===== src/rtl/fma_read_buffer.sv =====
// fma_read_buffer: FIFO of packed lines unpacked into three per-FMA word beats (optional stats via FMA_READ_BUFFER_STATS_EN)
module fma_read_buffer #(
    parameter int FMA_COUNT  = 2,
    parameter int WORD_WIDTH = 16,
    parameter int LINE_WIDTH = 96,
    parameter int DEPTH      = 4,
    parameter int STAT_WIDTH = 16
) (
    input  logic                             clk_in,
    input  logic                             rst_in,
    input  logic [LINE_WIDTH-1:0]            line_in,
    input  logic                             line_valid_in,
    output logic                             line_ready_out,
    output logic [WORD_WIDTH*FMA_COUNT-1:0]  word_out,
    output logic                             word_valid_out,
    input  logic                             word_ready_in,
    output logic                             word_last_out,
    output logic                             empty_out
`ifdef FMA_READ_BUFFER_STATS_EN
    ,
    output logic [STAT_WIDTH-1:0]            lines_done_out,
    output logic [STAT_WIDTH-1:0]            stall_cnt_out
`endif
);
    localparam int BW = WORD_WIDTH * FMA_COUNT;
    localparam int AW = $clog2(DEPTH);
    localparam logic [AW-1:0] PTR_ONE = AW'(1);
    localparam logic [AW:0] CNT_ONE = (AW + 1)'(1);
    localparam logic [AW:0] FULL = (AW + 1)'(DEPTH);
    typedef enum logic [1:0] {BEAT0, BEAT1, BEAT2} beat_t;
    if (LINE_WIDTH != 3 * WORD_WIDTH * FMA_COUNT) begin : g_bad_width
        $error("LINE_WIDTH must equal 3*WORD_WIDTH*FMA_COUNT");
    end
    if (DEPTH < 2 || (DEPTH & (DEPTH - 1)) != 0 || STAT_WIDTH < 1) begin : g_bad_depth
        $error("DEPTH must be a power of two >= 2 and STAT_WIDTH >= 1");
    end
    logic [LINE_WIDTH-1:0] mem [DEPTH];
    logic [AW-1:0] wr_ptr, rd_ptr;
    logic [AW:0] count;
    beat_t beat;
    logic [LINE_WIDTH-1:0] head;
    logic push, xfer, pop;
    // handshake decode and beat slicing of the head line; ready is held low while in reset
    always_comb begin
        line_ready_out = !rst_in && (count != FULL);
        word_valid_out = (count != '0);
        empty_out = (count == '0);
        head = mem[rd_ptr];
        word_out = !word_valid_out ? '0 :
                   (beat == BEAT0) ? head[LINE_WIDTH-1 -: BW] :
                   (beat == BEAT1) ? head[LINE_WIDTH-1-BW -: BW] :
                                     head[LINE_WIDTH-1-2*BW -: BW];
        word_last_out = word_valid_out && (beat == BEAT2);
        push = line_valid_in && line_ready_out;
        xfer = word_valid_out && word_ready_in;
        pop = xfer && (beat == BEAT2);
    end
    // line storage; contents need no reset because the pointers define validity
    always_ff @(posedge clk_in) begin
        if (push) mem[wr_ptr] <= line_in;
    end
    // pointers, occupancy and beat sequencer over the head line
    always_ff @(posedge clk_in or posedge rst_in) begin
        if (rst_in) begin
            wr_ptr <= '0;
            rd_ptr <= '0;
            count <= '0;
            beat <= BEAT0;
        end else begin
            if (push) wr_ptr <= wr_ptr + PTR_ONE;
            if (pop) rd_ptr <= rd_ptr + PTR_ONE;
            count <= (push && !pop) ? count + CNT_ONE : (pop && !push) ? count - CNT_ONE : count;
            if (xfer) beat <= (beat == BEAT0) ? BEAT1 : (beat == BEAT1) ? BEAT2 : BEAT0;
        end
    end
`ifdef FMA_READ_BUFFER_STATS_EN
    localparam logic [STAT_WIDTH-1:0] S_ONE = STAT_WIDTH'(1);
    // saturating counters of drained lines and of producer stall cycles
    always_ff @(posedge clk_in or posedge rst_in) begin
        if (rst_in) begin
            lines_done_out <= '0;
            stall_cnt_out <= '0;
        end else begin
            if (pop && lines_done_out != '1) lines_done_out <= lines_done_out + S_ONE;
            if (line_valid_in && !line_ready_out && stall_cnt_out != '1) stall_cnt_out <= stall_cnt_out + S_ONE;
        end
    end
`endif
endmodule

===== config.mk =====
export PLATFORM = sky130hd
export DESIGN_NAME = fma_read_buffer
export DESIGN_NICKNAME = d
export VERILOG_FILES = /design/src/rtl/fma_read_buffer.sv
export SDC_FILE = /design/constraint.sdc
export NUM_CORES = 1
export LEC_CHECK = 0
export ABC_AREA = 1
export CORE_MARGIN = 2
export CORE_UTILIZATION = 53
export CTS_CLUSTER_DIAMETER = 40
export CTS_CLUSTER_SIZE = 16
export DETAILED_ROUTE_END_ITERATION = 10
export PLACE_DENSITY = 0.76
export SLEW_MARGIN = 40
export SYNTH_ARGS = -nofsm -noshare
export SYNTH_HDL_FRONTEND = slang
export SYNTH_SLANG_ARGS = --single-unit

===== constraint.sdc =====
create_clock -name clk_in -period 5.49 [get_ports clk_in]
set_clock_uncertainty 0.15 [all_clocks]
set_input_delay 1.098 -clock clk_in [delete_from_list [all_inputs] [get_ports clk_in]]
set_output_delay 1.098 -clock clk_in [all_outputs]
set_load 0.05 [all_outputs]

==> results.yml, run 1 <==
worst_setup_path:
  r2r-start: "beat[1]$_DFFE_PP0P_"
  crit_path_end_kind: "output port"
  regToRegSetupSlack_ns: 2.68
  crit_path_start: "rd_ptr[1]$_DFFE_PP0P_"
  critPathBufInv: 4
  critical-path-top-delay-family: "buffers and inverters"
  crit_type: "reg2out"
  crit_chain: "buf_4 > buf_4 > nand3_1 > nand2_1 > nand2_1 > nand3_1 > nand2_1 > inv_1 > clkdlybuf4s50_1"
  crit_fanout: 50
  cp.depth: 9
  worstSetupEndpoint: "word_out[31]"
  crit_path_start_kind: "register"
  worstPathArrival_ns: 3.65
  worst-r2r-cell-count: 7
  crit_top_cell: "nand2_1"
  slowest_stage: "clkdlybuf4s50_1"
  critical_path.max_stage_delay_ns: 0.79
  rr_endpoint: "count[1]$_DFFE_PP0P_"
  required_ns: 4.24
route:
  drt-total-wl_um: 42700
  firstDrtPassIters: 5
  drc: 0
  viasPerCell: 5.14
  ant_nets: 0
  vias: 12100
  first_iter_violations: 1445
  routedWlPerCell_um: 18.1
floorplanning:
  dieWidth_um: 186
  start_util_pct: 53.8
  die_h_um: 186
  core_um2: 32500
  io_pins: 136
  die_area_um2: 34500
  placementRows: 66
timing:
  slew_headroom_pct: 42.7
  fin_setup_tns_ns: 0
  finalCritPeriodShare_pct: 89.2
  whs_ns: 0.389
  setup_viol_count_final: 0
  setup_ws_ns: 0.593
  rsz0062_at_grt: "no"
  hold_viol: 0
  finalCriticalPeriod_ns: 4.90
  maxSlewViolCount: 0
  worst_pin_slew_ns: 0.860
  max_freq_ghz: 0.204
placed_design:
  dpl.hpwl_um: 25700
  portBuffers: 135
  dpl_worst_slack_ns: 1.17
  dpl_cell_area_um2: 19100
  routabilityCongestion: 0.803
synthesis:
  ys_types: 25
  yosysWarnings: 0
  synth_top_area_cell: "edfxtp_1"
  syn_nets: 1863
  synth-seq-cells: 393
  avgSynthCellArea_um2: 9.97
  synth.area.top_cells: "edfxtp_1 66%, nand2_1 13%, inv_1 9.0%"
  seq_area_frac_synth_pct: 67.1
  synth_cells: 1757
  syn_area_um2: 17500
  synth_top_area_share_pct: 65.8
clock_network:
  clockRootBuffer: "clkbuf_16"
  cts_hold_buf: 0
  cts_buffer_depth: 3
  clkTransAtPathRegs_ns: 0.06
  cts_tree: "done"
  clk_latency_ns: 0.54
  clock_sinks: 393
  numCtsBuffers: 43
  cts_max_level: 2
  cts_setup_buffers: 0
  post_cts_resized: 0
final_layout:
  syn2layout_area_growth_pct: 18.0
  fin_nets: 1985
  layout.cells.most_common: "nand2_1"
  fin_area_um2: 20700
  final_cell_mix: "605 x nand2_1, 418 x inv_1, 384 x edfxtp_1"
  drive_above_1_share_pct: 5.49
global_routing:
  grt_pass1_wl_um: 66100
  grt_max_degree: 194
  overflow: 0
  grt_pass1_vias: 12000
  antenna_found_initial: 5
  grt.total_usage_pct: 25.6
min_path:
  min_path_type: "reg2reg"
power:
  leakagePower_nw: 9.31
  power_density_nw_per_um2: 551
  peakVddDrop_mv: 0.683
run_status:
  status: "finished clean"
flow_run:
  max-cap-violations: 0
synthesized netlist by cell type, drive strengths merged:
master and number:
edfxtp 384, nand3 224, inv 421, ha 5, o21ai 7, nor2 13, nand2 605, xor2 2
a21oi 2, xnor2 3, fa 1, dfrtp 9, nand4 1, buf 71, clkbuf 6, a31oi 1
nor3 2
area by class of cell:
| type | count | area (um^2) |
|---|---|---|
| Multi-Input combinational cell | 866 | 3670 |
| Timing Repair Buffer | 154 | 1590 |
| Sequential cell | 393 | 11800 |
| Antenna cell | 6 | 15.0 |
| Inverter | 421 | 1590 |
| Clock buffer | 46 | 1110 |
| Clock inverter | 33 | 368 |
| Fill cell | 2520 | 11900 |
| Tap cell | 442 | 553 |
kinds of logic (layout without fill, tap and decap cells):
kind of cell | count (synthesis) | in the layout | synth area share, %
buf+inv | 498 | 654 | 12.1
fa+ha+maj | 6 | 6 | 0.471
flops | 393 | 393 | 67.1
compound gates | 10 | 10 | 0.293
simple gates | 845 | 845 | 19.8
xor+xnor | 5 | 5 | 0.250
other cells | 0 | 6 | 0
sequential cells by signal, summed over array words and instances (netlist names):
name	flops
count	3
beat	2
wr_ptr	2
mem	384
rd_ptr	2
metal layers:
metal  global-route usage, %  part of all wire [%]
met1                    34.7                    40
met2                    41.6                    47
met3                    4.52                   9.5
met4                    9.80                   3.6
met5                       0                 0.037
where the power goes:
| part | switching (mW) | total (mW) | leakage, nW | internal [mW] |
|---|---|---|---|---|
| clock network | 1.21 | 2.94 | 0.716 | 1.74 |
| registers | 0.112 | 3.77 | 3.59 | 3.65 |
| logic | 3.33 | 4.67 | 5.00 | 1.34 |
| total | 4.65 | 11.4 | 9.31 | 6.74 |
per-stage QoR:
stage / instances / utilization [%] / power [mW]
3_3_place_gp: 2274 / 58.8 / 8.37
4_1_cts: 2353 / 63.3 / 11.4
6_report: 2361 / 63.5 / 11.4
2_1_floorplan: 1757 / - / 7.10
3_5_place_dp: 2274 / 58.8 / 8.43
5_1_grt: 2356 / 63.5 / 12.0
worst min path at each step:
stage	cells after the start	startpoint	slack, ns	to
after global routing	1	count[2]$_DFFE_PP0P_	0.42	count[2]$_DFFE_PP0P_
after CTS	1	count[2]$_DFFE_PP0P_	0.39	count[2]$_DFFE_PP0P_
after detailed placement	1	count[2]$_DFFE_PP0P_	0.38	count[2]$_DFFE_PP0P_
final	1	count[2]$_DFFE_PP0P_	0.39	count[2]$_DFFE_PP0P_
after floorplan	1	count[2]$_DFFE_PP0P_	0.34	count[2]$_DFFE_PP0P_
after global placement	1	count[2]$_DFFE_PP0P_	0.35	count[2]$_DFFE_PP0P_
(Power assumes the default switching activity.)
==> inputs of run 2 (changes only) <==
Settings changed: CORE_ASPECT_RATIO set to 1.2, SLEW_MARGIN 40 to 20.
==> results.yml, run 2 (synthesis results as in run 1) <==
run_status:
  status: "finished clean"
timing:
  hold_viol: 0
  maxSlewViolCount: 0
  finalCriticalPeriod_ns: 4.84
  slew_headroom_pct: 38.3
  worst_pin_slew_ns: 0.924
  finalCritPeriodShare_pct: 88.1
  rsz0062_at_grt: "no"
  setup_viol_count_final: 0
  setup_ws_ns: 0.652
  max_freq_ghz: 0.207
power:
  leakagePower_nw: 9.27
  power_density_nw_per_um2: 548
  comb_power_share_pct: 41.8
  power_frac_clock_pct: 24.6
  power_switching_mw: 4.65
  cellInternalPower_mw: 6.59
  pwr-share-seq_pct: 33.6
  totalPowerFinal_mw: 11.2
  peakVddDrop_mv: 0.615
  p_sw_share_pct: 41.4
floorplanning:
  placementRows: 72
  die_h_um: 203
  io_pins: 136
  core_um2: 32400
  start_util_pct: 54.0
  die_area_um2: 34500
  dieWidth_um: 170
route:
  drc: 0
  drt-total-wl_um: 42700
  ant_nets: 0
  viasPerCell: 5.21
  routedWlPerCell_um: 18.4
  firstDrtPassIters: 7
  vias: 12100
  first_iter_violations: 1407
worst_setup_path:
  crit_top_cell: "nand2_1"
  required_ns: 4.24
  worstPathArrival_ns: 3.59
  crit_path_start_kind: "register"
  crit_fanout: 43
  crit_path_end_kind: "output port"
  slowest_stage: "clkdlybuf4s50_1"
  critical_path.max_stage_delay_ns: 0.82
  crit_chain: "inv_4 > buf_4 > nand3_1 > nand2_1 > nand2_1 > nand3_1 > nand2_1 > inv_1 > clkdlybuf4s50_1"
  crit_type: "reg2out"
flow_run:
  max-cap-violations: 0
global_routing:
  antenna_found_initial: 4
  grt_pass1_wl_um: 64200
  grt_pass1_vias: 11800
  grt_max_degree: 194
  grt.total_usage_pct: 24.7
  overflow: 0
placed_design:
  dpl.hpwl_um: 26500
  routabilityCongestion: 0.798
  dpl_worst_slack_ns: 1.25
  portBuffers: 135
clock_network:
  clockRootBuffer: "clkbuf_16"
  post_cts_resized: 0
  clock_sinks: 393
  cts_tree: "done"
  clkTransAtPathRegs_ns: 0.06
  cts_setup_buffers: 0
  clk_latency_ns: 0.52
  cts_buffer_depth: 3
  numCtsBuffers: 40
  cts_max_level: 2
  cts_hold_buf: 0
final_layout:
  fill_cells: 2449
  final_core_util_pct: 63.3
  layout.cells.most_common: "nand2_1"
  largest_register_ffs: 384
  drive_above_1_share_pct: 5.29
  largest-register: "mem"
  fin_nets: 1986
  final_cell_mix: "605 x nand2_1, 418 x inv_1, 384 x edfxtp_1"
  syn2layout_area_growth_pct: 17.2
  reg_top3: "mem: 384 flops, count: 3 flops"
min_path:
  min_path_type: "reg2reg"
## run 2: changes by cell type in the layout (fill, tap and decap cells not counted), moves of 2 or more
| cell | change |
|---|---|
| buf_12 | +3 |
| buf_4 | +3 |
| clkbuf_16 | -3 |
| clkinv_2 | -2 |
| diode_2 | -3 |
| inv_6 | -5 |
| inv_8 | +4 |
## run 2: path summary, 6_finish.rpt
kind / start / slack (ns) / depth (start not counted) / to
setup / recovery: rd_ptr[1]$_DFFE_PP0P_ / 0.65 / 9 / word_out[12]
hold / removal: count[2]$_DFFE_PP0P_ / 0.40 / 1 / count[2]$_DFFE_PP0P_
setup reg to reg: count[0]$_DFFE_PP0P_ / 2.70 / 8 / count[1]$_DFFE_PP0P_
hold reg to reg: count[2]$_DFFE_PP0P_ / 0.40 / 1 / count[2]$_DFFE_PP0P_
max in group asynchronous: rst_in / 4.17 / 2 / rd_ptr[1]$_DFFE_PP0P_
min in group asynchronous: rst_in / 0.73 / 2 / rd_ptr[0]$_DFFE_PP0P_
## run 2: area by class of cell
cell class | count | area (um^2) | area share (%)
Tap cell | 407 | 509 | 2.48
Multi-Input combinational cell | 866 | 3670 | 17.9
Clock inverter | 28 | 314 | 1.53
Timing Repair Buffer | 158 | 1640 | 7.97
Inverter | 421 | 1590 | 7.72
Sequential cell | 393 | 11800 | 57.3
Clock buffer | 44 | 1040 | 5.05
Antenna cell | 3 | 7.51 | 0.0366
## run 2: power groups by stage
stage	logic [mW]	registers [mW]	clock network, mW
after floorplan	3.28	3.82	0
after global placement	4.58	3.83	0
after detailed placement	4.64	3.85	0
after CTS	4.68	3.78	2.80
after global routing	5.05	3.81	2.91
final	4.69	3.78	2.77
## run 2: critical path, delay by kind of cell, from the launching register on
family	cells	cell delay, ns
AND/OR/NAND/NOR	5	0.52
buffers and inverters	4	1.79
flip-flops	1	0.65
## run 2: routing by layer
| metal | vias up | global-route usage, % | part of all wire [%] |
|---|---|---|---|
| met2 | 569 | 40.5 | 49 |
| met4 | 2 | 13.2 | 4.6 |
| met3 | 96 | 5.18 | 9.1 |
| met5 | - | 0 | 0.028 |
| li1 | 5703 | - | - |
| met1 | 5713 | 31.1 | 38 |
## run 2: stage by stage
stage / cell area [um^2] / hold slack, ns / instances / setup TNS, ns
finish: 20500 / 0.397 / 2320 / 0
global route: 20500 / 0.426 / 2320 / 0
CTS: 20500 / 0.391 / 2317 / 0
detailed placement: 19200 / 0.380 / 2245 / 0
global placement: 19200 / 0.357 / 2245 / 0
floorplan: 17500 / 0.337 / 1757 / -607.74
==> inputs of run 3 (changes only) <==
Settings changed: ABC_AREA 1 to unset, ABC_CLOCK_PERIOD_IN_PS set to 5490, CORE_UTILIZATION 53 to 52.
==> results.yml, run 3 <==
min_path:
  min_path_type: "reg2reg"
  min_from: "count[2]$_DFFE_PP0P_"
final_layout:
  reg_top3: "mem: 384 flops, count: 3 flops"
  largest-register: "mem"
  final_cell_mix: "384 x edfxtp_1, 135 x clkdlybuf4s50_1, 128 x mux2i_1"
  largest_register_ffs: 384
  layout.cells.most_common: "edfxtp_1"
  fin_nets: 1016
  drive_above_1_share_pct: 12.8
  fill_cells: 1923
  syn2layout_area_growth_pct: 20.5
route:
  viasPerCell: 5.76
  drt-total-wl_um: 30000
  ant_nets: 0
  drc: 0
  vias: 7645
  routedWlPerCell_um: 22.6
  first_iter_violations: 451
  firstDrtPassIters: 5
power:
  cellInternalPower_mw: 6.82
  power_switching_mw: 3.59
  p_sw_share_pct: 34.5
  peakVddDrop_mv: 0.428
  power_frac_clock_pct: 27.1
  power_density_nw_per_um2: 565
  comb_power_share_pct: 35.9
  pwr-share-seq_pct: 37.0
  leakagePower_nw: 6.19
  totalPowerFinal_mw: 10.4
global_routing:
  grt_max_degree: 64
  antenna_found_initial: 2
  overflow: 0
  grt_pass1_vias: 7961
  grt.total_usage_pct: 19.8
  grt_pass1_wl_um: 45900
timing:
  fin_setup_tns_ns: 0
  hold_viol: 0
  whs_ns: 0.407
  slew_headroom_pct: 29.1
  setup_viol_count_final: 0
  worst_pin_slew_ns: 1.06
  max_freq_ghz: 0.220
  maxSlewViolCount: 0
  finalCritPeriodShare_pct: 82.6
  finalCriticalPeriod_ns: 4.54
  setup_ws_ns: 0.953
  rsz0062_at_grt: "no"
clock_network:
  clock_sinks: 393
  post_cts_resized: 0
  clk_latency_ns: 0.52
  cts_hold_buf: 0
  numCtsBuffers: 39
  clkTransAtPathRegs_ns: 0.06
  cts_buffer_depth: 3
  clockRootBuffer: "clkbuf_16"
  cts_max_level: 2
  cts_tree: "done"
  cts_setup_buffers: 0
worst_setup_path:
  crit_path_start: "rd_ptr[0]$_DFFE_PP0P_"
  crit_path_start_kind: "register"
  crit_path_end_kind: "output port"
  crit_type: "reg2out"
  crit_fanout: 29
  worstPathArrival_ns: 3.29
  required_ns: 4.24
  r2r-start: "count[0]$_DFFE_PP0P_"
floorplanning:
  core_um2: 28800
  io_pins: 136
  die_h_um: 192
  die_area_um2: 30800
  placementRows: 68
  dieWidth_um: 161
  start_util_pct: 53.0
synthesis:
  yosysMostFrequentCell: "edfxtp_1"
  synth_cells: 769
  avgSynthCellArea_um2: 19.9
  ys_types: 35
  syn_nets: 875
  synth-seq-cells: 393
  synth_edf_count: 384
  synth.area.top_cells: "edfxtp_1 75%, mux2i_1 8.4%, mux4_2 4.7%"
  synth_common_cells: "384 x edfxtp_1, 128 x mux2i_1, 64 x o22ai_1"
  syn_area_um2: 15300
  synth_top_area_cell: "edfxtp_1"
  synth_top_flop_cell: "edfxtp_1"
  seq_area_frac_synth_pct: 76.9
  yosysWarnings: 0
  ys_async_sr_fraction_pct: 2.29
  synth_top_area_share_pct: 75.4
run_status:
  status: "finished clean"
placed_design:
  portBuffers: 135
  dpl.hpwl_um: 16800
  dpl_worst_slack_ns: 1.44
  routabilityCongestion: 0.695
flow_run:
  max-cap-violations: 0
[run 3: changes by cell type after synthesis, sizes merged, moves of 7 or more]
cell / previous run / this run
nand2b: 0 / 34
inv: 421 / 6
nand3: 224 / 1
mux2i: 0 / 128
o311a: 0 / 32
o22ai: 0 / 64
nand2: 605 / 1
nor2: 13 / 2
o21ai: 7 / 0
mux4: 0 / 32
buf: 71 / 37
[run 3: kinds of logic after synthesis]
kind of cell               count (synthesis)  share of synthesized area (%)
adders and majority gates                  6                          0.540
buffers and inverters                     52                           2.04
xor gates and xnor gates                   6                          0.344
AOI/OAI and AO/OA                        101                           4.97
DFF                                      393                           76.9
muxes                                    162                           13.2
and+or+nand+nor                           49                           2.00
[run 3: cell type report]
cell class / instances / area [um^2] / area share [%]
Tap cell: 385 / 482 / 2.61
Inverter: 6 / 22.5 / 0.122
Sequential cell: 393 / 11800 / 63.9
Timing Repair Buffer: 146 / 1510 / 8.19
Clock inverter: 26 / 377 / 2.04
Antenna cell: 4 / 10.0 / 0.0543
Clock buffer: 44 / 1020 / 5.51
Multi-Input combinational cell: 324 / 3240 / 17.6
[run 3: through the flow]
| step | instance area, um^2 | utilization (%) | cells |
|---|---|---|---|
| finish | 18400 | 63.9 | 1328 |
| global route | 18400 | 63.8 | 1325 |
| CTS | 18400 | 63.8 | 1324 |
| detailed placement | 17000 | 59.0 | 1254 |
| global placement | 17000 | 59.0 | 1254 |
| floorplan | 15300 | - | 769 |
[run 3: power groups by stage]
stage / Sequential, mW / Combinational [mW] / Clock (mW)
final: 3.85 / 3.74 / 2.82
after global routing: 3.88 / 3.95 / 2.98
after CTS: 3.85 / 3.78 / 2.87
after detailed placement: 3.92 / 3.76 / 0
after global placement: 3.90 / 3.74 / 0
after floorplan: 3.82 / 2.79 / 0
[run 3: final timing paths]
check	end	slack, ns	cells after the start
worst max-delay path	word_out[11]	0.95	5
worst min-delay path	count[2]$_DFFE_PP0P_	0.41	1
worst max register to register	count[2]$_DFFE_PP0P_	2.37	8
worst min register to register	count[2]$_DFFE_PP0P_	0.41	1
max in group asynchronous	rd_ptr[0]$_DFFE_PP0P_	4.09	2
min in group asynchronous	count[2]$_DFFE_PP0P_	0.79	2
[run 3: layer usage]
metal	global-route usage, %	vias up	wire length [um]
met4	7.93	0	1030
met2	34.4	254	15100
met5	0	-	0
li1	-	3452	-
met3	3.24	58	1800
met1	25.0	3881	12100
[run 3: worst max-delay path, cell delays in order (launching register included)]
cell and delay, ns:
dfrtp_4 0.52, buf_4 0.57, mux4_2 0.57, nand2b_1 0.18, o311a_1 0.21, clkdlybuf4s50_1 0.71
